===== src/rtl/lzd_norm_pipe.sv =====
// Two-stage pipelined leading-zero detector and normaliser with valid/ready flow control.
// Optional trailing-zero mode is enabled by defining LZD_TZ_EN (adds the tz_mode port).
module lzd_norm_pipe #(
    parameter int unsigned WIDTH  = 48,
    parameter int unsigned CNT_W  = 6,
    parameter int unsigned ENABLE = 1
) (
    input  logic             clk,
    input  logic             reset,
    input  logic             in_valid,
    output logic             in_ready,
    input  logic [WIDTH-1:0] in_data,
`ifdef LZD_TZ_EN
    input  logic             tz_mode,
`endif
    output logic             out_valid,
    input  logic             out_ready,
    output logic [CNT_W-1:0] out_count,
    output logic             out_zero,
    output logic [WIDTH-1:0] out_norm
);

    logic             in_tz;
    logic             s2_advance;
    logic [CNT_W-1:0] enc_count;
    logic             enc_zero;
    logic [WIDTH-1:0] norm_next;

    logic             s1_valid;
    logic [WIDTH-1:0] s1_data;
    logic [CNT_W-1:0] s1_count;
    logic             s1_zero;
    logic             s1_tz;

`ifdef LZD_TZ_EN
    assign in_tz = tz_mode;
`else
    assign in_tz = 1'b0;
`endif

    // S2 can take new data when empty or being drained; S1 likewise when S2 moves.
    assign s2_advance = !out_valid || out_ready;
    assign in_ready   = !s1_valid || s2_advance;

    // Priority encoder: the last matching iteration wins, giving the first 1 from the chosen end.
    always_comb begin
        enc_zero  = (in_data == '0);
        enc_count = CNT_W'(WIDTH);
        if (in_tz) begin
            for (int i = int'(WIDTH) - 1; i >= 0; i--) begin
                if (in_data[i]) enc_count = CNT_W'(i);
            end
        end else begin
            for (int i = 0; i < int'(WIDTH); i++) begin
                if (in_data[i]) enc_count = CNT_W'(int'(WIDTH) - 1 - i);
            end
        end
        if (ENABLE == 0) begin
            enc_count = CNT_W'(WIDTH);
            enc_zero  = 1'b1;
        end
    end

    // A shift by WIDTH naturally yields zero, so all-zero operands need no special case.
    always_comb begin
        norm_next = s1_tz ? (s1_data >> s1_count) : (s1_data << s1_count);
        if (ENABLE == 0) norm_next = s1_data;
    end

    always_ff @(posedge clk) begin
        if (reset) begin
            s1_valid  <= 1'b0;
            s1_data   <= '0;
            s1_count  <= '0;
            s1_zero   <= 1'b0;
            s1_tz     <= 1'b0;
            out_valid <= 1'b0;
            out_count <= '0;
            out_zero  <= 1'b0;
            out_norm  <= '0;
        end else begin
            if (in_ready) begin
                s1_valid <= in_valid;
                if (in_valid) begin
                    s1_data  <= in_data;
                    s1_count <= enc_count;
                    s1_zero  <= enc_zero;
                    s1_tz    <= in_tz;
                end
            end
            if (s2_advance) begin
                out_valid <= s1_valid;
                if (s1_valid) begin
                    out_count <= s1_count;
                    out_zero  <= s1_zero;
                    out_norm  <= norm_next;
                end
            end
        end
    end

endmodule

===== config.mk =====
export PLATFORM = sky130hd
export DESIGN_NAME = lzd_norm_pipe
export DESIGN_NICKNAME = d
export VERILOG_FILES = /design/src/rtl/lzd_norm_pipe.sv
export SDC_FILE = /design/constraint.sdc
export NUM_CORES = 1
export LEC_CHECK = 0
export CORE_MARGIN = 8
export CORE_UTILIZATION = 35
export DETAILED_ROUTE_END_ITERATION = 8
export GPL_TIMING_DRIVEN = 0
export HOLD_SLACK_MARGIN = 0.08
export PLACE_DENSITY_LB_ADDON = 0.15
export SLEW_MARGIN = 20
export SYNTH_ARGS = -nofsm -noshare
export SYNTH_HDL_FRONTEND = slang
export SYNTH_SLANG_ARGS = --single-unit

===== constraint.sdc =====
create_clock -name clk -period 4.7 [get_ports clk]
set_input_delay 0.94 -clock clk [delete_from_list [all_inputs] [get_ports clk]]
set_output_delay 0.94 -clock clk [all_outputs]
set_load 0.005 [all_outputs]

-- Word level (Yosys, flattened, before mapping)
Cells that the tools add are included.
- shift operators: 1
- reductions and logical operators: 7
- multiplexer cells: 48
- operators by type and width (operator ; number):
    6-bit 2-to-1 mux ; 47
    48-bit logical NOT ; 1
    48-bit by 6-bit << shifter with 48-bit output ; 1
    5-bit 2-to-1 mux ; 1
    2-bit AND reduction ; 2
    1-bit logical NOT ; 2
    1-bit logical OR ; 2
- input bits: 52
- register bits after elaboration: 112
- output and inout bits: 57

-- Logic depth before layout (Yosys ltp)
Gate-level depths: netlist of the first run.
- depth after elaboration: 48
- mapped depth: 10
- gate-level depth less buffers: 5

-- Worst setup path before layout of the first run
OpenSTA, ideal clock, no wires.
- path type: in2reg
- start: input in_data[4]
- end: register s1_count[2]
- buffers on the path: 0
- cell stages on the path: 5
- data required time: 4.630 ns
- arrival time: 2.400 ns
- setup slack: 2.229 ns
- cell sequence: or4_1 > o2111a_1 > or3_1 > a211o_1 > a21oi_1
- word-level cells in the longest chain between the ends: 44
- RTL lines (item ; RTL line ; RTL):
    start: declaration ; 12 ; input logic [WIDTH-1:0] in_data,
    6-bit 2-to-1 mux (44 in a row) ; 55 ; if (in_data[i]) enc_count = CNT_W'(int'(WIDTH) - 1 - i);
    end signal: assignment ; 86 ; s1_count <= enc_count;
    end: declaration ; 31 ; logic [CNT_W-1:0] s1_count;
Every way passes these cells.
A chain may end at the register's enable or synchronous reset.

==> results.py, run 1 <==
metrics = {
    "run_status": {
        "run_status": "completed",
    },
    "placed_design": {
        "gp_congestion": 1.00,
        "port-buffer-count": 108,
        "dpl_cell_area_um2": 9110,
        "dp_hpwl_mm": 26.0,
    },
    "min_path": {
        "hold_class": "reg2reg",
        "min_to": "out_count[4]",
        "whs_path_depth": 2,
        "worstHoldStart": "out_count[4]",
    },
    "routing": {
        "ant_nets": 0,
        "via_count": 7939,
        "avgRoutedWirePerCell_um": 25.3,
        "drtPass1Iterations": 6,
        "viasPerCell": 6.08,
        "wirelength_mm": 33.1,
        "post-route-drc-count": 0,
        "dr.first_iter.drc_count": 867,
    },
    "setup_path": {
        "timing.rr.start": "s1_count[2]",
        "cp_max_fo": 10,
        "critPathLaunchType": "input pin",
        "critPathKind": "in2reg",
        "cp-end-kind": "flip-flop",
        "required_ns": 4.99,
        "reg2reg_depth": 6,
        "r2r_end": "out_norm[40]",
        "crit_arrival_ns": 3.92,
        "r2r_slack_ns": 1.65,
    },
    "timing": {
        "finalSetupTns_ns": 0,
        "tightest_slew_ns": 1.00,
        "holdWs_ns": 0.456,
        "rsz0062_at_grt": "false",
        "fin_crit_ns": 3.63,
        "fmax_mhz": 276,
        "slew_headroom_pct": 32.2,
        "setup_viol": 0,
        "finalCritPeriodShare_pct": 77.2,
        "fin_skew_ns": 0.00640,
        "hold_viol": 0,
        "maxSlewViolCount": 0,
    },
    "die": {
        "start_util_pct": 35.4,
        "die_h_um": 164,
        "pin_count": 109,
        "core_um2": 21700,
        "die_w_um": 164,
        "rows": 54,
        "die-area_um2": 27000,
    },
    "synthesis": {
        "synth_enable_flop_cells": 0,
        "synth_seq_cells": 112,
        "yosysSeqAreaShare_pct": 29.2,
        "synth_flop_cell": "dfxtp_1",
        "post-synth-top-count-cell": "nand2_1",
        "postSynthAreaPerCell_um2": 8.53,
        "syn-num-nets": 953,
        "syn_area_um2": 7680,
        "synthCells": 901,
        "synthTopCellsByCount": "nand2_1 (162), dfxtp_1 (112), a21oi_1 (87)",
        "yosys.area.top_type": "dfxtp_1",
        "yosys_warnings": 0,
        "synth_top_area_share_pct": 29.2,
        "synthArstFlopShare_pct": 0,
        "synthDistinctLibCells": 69,
        "yosys-top-cells-area": "dfxtp_1 (29%), mux4_2 (13%), nand2_1 (7.9%)",
    },
    "global_route": {
        "grt_use_total_pct": 24.5,
        "grt_overflow": 0,
        "grt_pass1_vias": 7802,
        "grt_pass1_wl_mm": 50.0,
        "grt_start_max_net_pins": 20,
        "grt_antenna_before_repair": 0,
    },
    "finish": {
        "fin_area_um2": 9420,
        "fin_nets": 1072,
        "antennaDiodeCount": 0,
        "area.growth.synth_to_final_pct": 22.7,
        "drive_above_1_share_pct": 11.7,
    },
    "cts": {
        "post_cts_buffers": 0,
        "hold_buffers": 0,
        "cts_buffers": 9,
        "cts_max_level": 3,
        "cts.sinks": 112,
        "post_cts_resized": 0,
        "root_buffer": "clkbuf_16",
        "clock_path_buffers": 2,
        "clk_latency_ns": 0.37,
        "path_clk_slew_ns": 0.08,
        "cts_tree": "built",
    },
    "pwr": {
        "power.leakage_uw": 0.00317,
        "power.density_nw_per_um2": 253,
        "ir_drop_v": 0.000143,
    },
    "job": {
        "drv_cap": 0,
    },
}
[layout make-up]
| class | count | area [um^2] |
|---|---|---|
| Buffer | 78 | 370 |
| Inverter | 16 | 60.1 |
| Tap cell | 280 | 350 |
| Fill cell | 2210 | 12300 |
| Multi-Input combinational cell | 695 | 5020 |
| Clock buffer | 9 | 225 |
| Timing Repair Buffer | 108 | 1080 |
| Clock inverter | 7 | 77.6 |
| Sequential cell | 112 | 2240 |
[logic make-up after synthesis]
logic type	after synthesis	share of synthesized area, %
buffers and inverters	94	5.60
AO/OA/AOI/OAI	251	21.8
flip-flops	112	29.2
AND/OR/NAND/NOR	332	19.7
multiplexers	112	23.8
[report_power, final]
part / total (uW) / internal, uW / switching [uW]
logic: 517 / 223 / 294
clock network: 829 / 422 / 407
registers: 1040 / 988 / 54.0
total: 2390 / 1630 / 755
[critical path: stages]
cell and delay (ns):
clkdlybuf4s50_1 0.72, nor4bb_1 0.98, nand2_1 0.38, clkbuf_1 0.40, nor2_1 0.18, a32oi_1 0.14
o211ai_1 0.17
[flip-flops by register name (all words and copies together), names as in the netlist]
register	cells
out_count	6
out_norm	48
s1_zero	1
out_zero	1
s1_valid	1
s1_count	6
out_valid	1
s1_data	48
[through the flow]
stage                     cells  util [%]  total power, uW  setup WS, ns
after global placement     1289      42.0             1570         0.817
after floorplan             901         -             1330          2.23
after CTS                  1305      43.4             2390          1.24
after detailed placement   1289      42.0             1570         0.857
after global routing       1305      43.5             2470          1.06
final                      1305      43.5             2390          1.07
[worst max path at each step]
stage               depth (start not counted)  slack (ns)           end  startpoint
global route                                7        1.06  out_norm[40]       reset
CTS                                         7        1.24  out_norm[40]       reset
finish                                      7        1.07  out_norm[40]       reset
detailed placement                          7        0.86  out_norm[40]       reset
floorplan                                   5        2.23   s1_count[2]  in_data[4]
global placement                            7        0.82  out_norm[40]       reset
[cell usage in the layout, fill, tap and decap left out, drive strengths merged, types with 32 or more instances in the layout]
cell,n
clkdlybuf4s50,108
buf,36
o21ai,32
nor2,60
mux2i,35
mux4,51
nand2,162
clkbuf,51
dfxtp,112
a21oi,88
[metal layers]
metal  up-vias  GRT usage (%)  part of all wire [%]
met3        84           3.91                   6.9
met5         -              0                     0
met1      3815           32.5                    44
met4         0           11.0                   4.1
met2       395           38.6                    45
li1       3645              -                     -
Power figures use the tool's default switching activity.
==> run 2: changes to the inputs <==
Clock period 4.7 ns to 3 ns, I/O delays scaled along.
==> results.py, run 2 (synthesized netlist as in run 1, its figures left out) <==
metrics = {
    "run_status": {
        "run_status": "completed",
    },
    "die": {
        "die_h_um": 164,
        "die-area_um2": 27000,
        "start_util_pct": 35.4,
        "die_w_um": 164,
        "rows": 54,
        "core_um2": 21700,
        "pin_count": 109,
    },
    "finish": {
        "mostFrequentLayoutCells": "nand2_1 (162), dfxtp_1 (112), clkdlybuf4s50_1 (108)",
        "drive_above_1_share_pct": 12.5,
        "nFillCells": 2205,
        "fin_nets": 1072,
        "area.growth.synth_to_final_pct": 22.9,
        "antennaDiodeCount": 0,
        "top_regs": "out_norm (48), s1_data (48)",
        "fin_area_um2": 9440,
        "final_common_cell": "nand2_1",
    },
    "cts": {
        "cts_max_level": 3,
        "cts.sinks": 112,
        "hold_buffers": 0,
        "path_clk_slew_ns": 0.08,
        "post_cts_buffers": 0,
        "clock_path_buffers": 2,
        "cts_tree": "built",
        "root_buffer": "clkbuf_16",
        "clk_latency_ns": 0.37,
        "cts_buffers": 9,
    },
    "setup_path": {
        "cp_max_fo": 10,
        "critPathLaunchType": "input pin",
        "critPathKind": "in2reg",
        "required_ns": 3.29,
        "crit_arrival_ns": 3.26,
        "cp-end-kind": "flip-flop",
    },
    "placed_design": {
        "dp_hpwl_mm": 26.0,
        "port-buffer-count": 108,
        "dpl_cell_area_um2": 9110,
        "gp_congestion": 1.00,
    },
    "routing": {
        "post-route-drc-count": 0,
        "wirelength_mm": 33.2,
        "via_count": 7965,
        "drtPass1Iterations": 5,
        "avgRoutedWirePerCell_um": 25.4,
        "dr.first_iter.drc_count": 844,
        "viasPerCell": 6.10,
        "ant_nets": 0,
    },
    "timing": {
        "tightest_slew_ns": 0.861,
        "setup_viol": 0,
        "fmax_mhz": 336,
        "slew_headroom_pct": 41.9,
        "fin_crit_ns": 2.98,
        "finalSetupTns_ns": 0,
        "fin_skew_ns": 0.00632,
        "maxSlewViolCount": 0,
        "hold_viol": 0,
        "rsz0062_at_grt": "false",
        "finalCritPeriodShare_pct": 99.3,
    },
    "pwr": {
        "clockPowerShare_pct": 34.7,
        "power.density_nw_per_um2": 396,
        "ir_drop_v": 0.000226,
        "p_seq_share_pct": 43.6,
        "internal_power_uw": 2560,
        "switchingPower_uw": 1180,
        "power.leakage_uw": 0.00319,
        "p_sw_share_pct": 31.6,
        "p_comb_share_pct": 21.7,
    },
    "global_route": {
        "grt_pass1_wl_mm": 50.1,
        "globalRouteMet1Util_pct": 32.5,
        "grt_use_total_pct": 24.5,
        "use_met2_pct": 38.6,
        "grt_pass1_vias": 7801,
        "grt_antenna_before_repair": 0,
        "grt_start_max_net_pins": 20,
        "grtUsageMet3_pct": 3.88,
        "grt_overflow": 0,
        "top_usage_layer": "met2",
    },
    "job": {
        "drv_cap": 0,
    },
    "min_path": {
        "hold_class": "reg2reg",
    },
}
[run 2: area by class of cell]
| class | count | area, um^2 | share of cell area [%] |
|---|---|---|---|
| plain buffers | 78 | 378 | 4.00 |
| clock buffers | 9 | 225 | 2.39 |
| clock inverters | 7 | 77.6 | 0.822 |
| inverters | 16 | 60.1 | 0.636 |
| multi-input cells | 695 | 5030 | 53.2 |
| flip-flops and latches | 112 | 2240 | 23.8 |
| well taps | 280 | 350 | 3.71 |
| repair buffers | 108 | 1080 | 11.5 |
[run 2: worst max-delay path, cell delays in order]
cell	delay [ns]
clkdlybuf4s50_1	0.72
nor4bb_2	0.74
nand2_1	0.34
clkbuf_1	0.39
nor2_1	0.18
a32oi_1	0.14
o211ai_1	0.15
[run 2: final timing paths]
path         cells after the start      endpoint  slack [ns]         start
max                              7  out_norm[40]        0.02         reset
min                              2  out_count[4]        0.46  out_count[4]
max reg2reg                      6  out_norm[42]        0.11   s1_count[2]
min reg2reg                      2  out_count[4]        0.46  out_count[4]
[run 2: power groups by stage]
stage          registers [uW]  clock network (uW)  logic, uW
6_report                 1630                1300        811
5_1_grt                  1640                1370        861
4_1_cts                  1630                1320        795
3_5_place_dp             1660                   0        791
3_3_place_gp             1660                   0        793
2_1_floorplan            1630                   0        456
[run 2: per-stage QoR]
stage | total power [uW] | worst slack (ns) | hold slack, ns | cells | utilization, %
floorplan | 2090 | 0.869 | 0.431 | 901 | -
global placement | 2450 | -0.543 | 0.440 | 1289 | 42.0
detailed placement | 2450 | -0.503 | 0.446 | 1289 | 42.0
CTS | 3740 | 0.0264 | 0.458 | 1305 | 43.5
global route | 3880 | 0.0493 | 0.477 | 1305 | 43.5
finish | 3740 | 0.0216 | 0.455 | 1305 | 43.5
[run 2: timing repair]
action,in CTS,in global routing
setup endpoints to repair,27,10
resized for setup,3,9
gates cloned,0,0
pin swaps,0,0
[run 2: layer usage]
| layer | vias up | share of wire [%] |
|---|---|---|
| li1 | 3636 | - |
| met4 | 0 | 4.4 |
| met5 | - | 0 |
| met3 | 89 | 7.5 |
| met1 | 3835 | 44 |
| met2 | 405 | 45 |
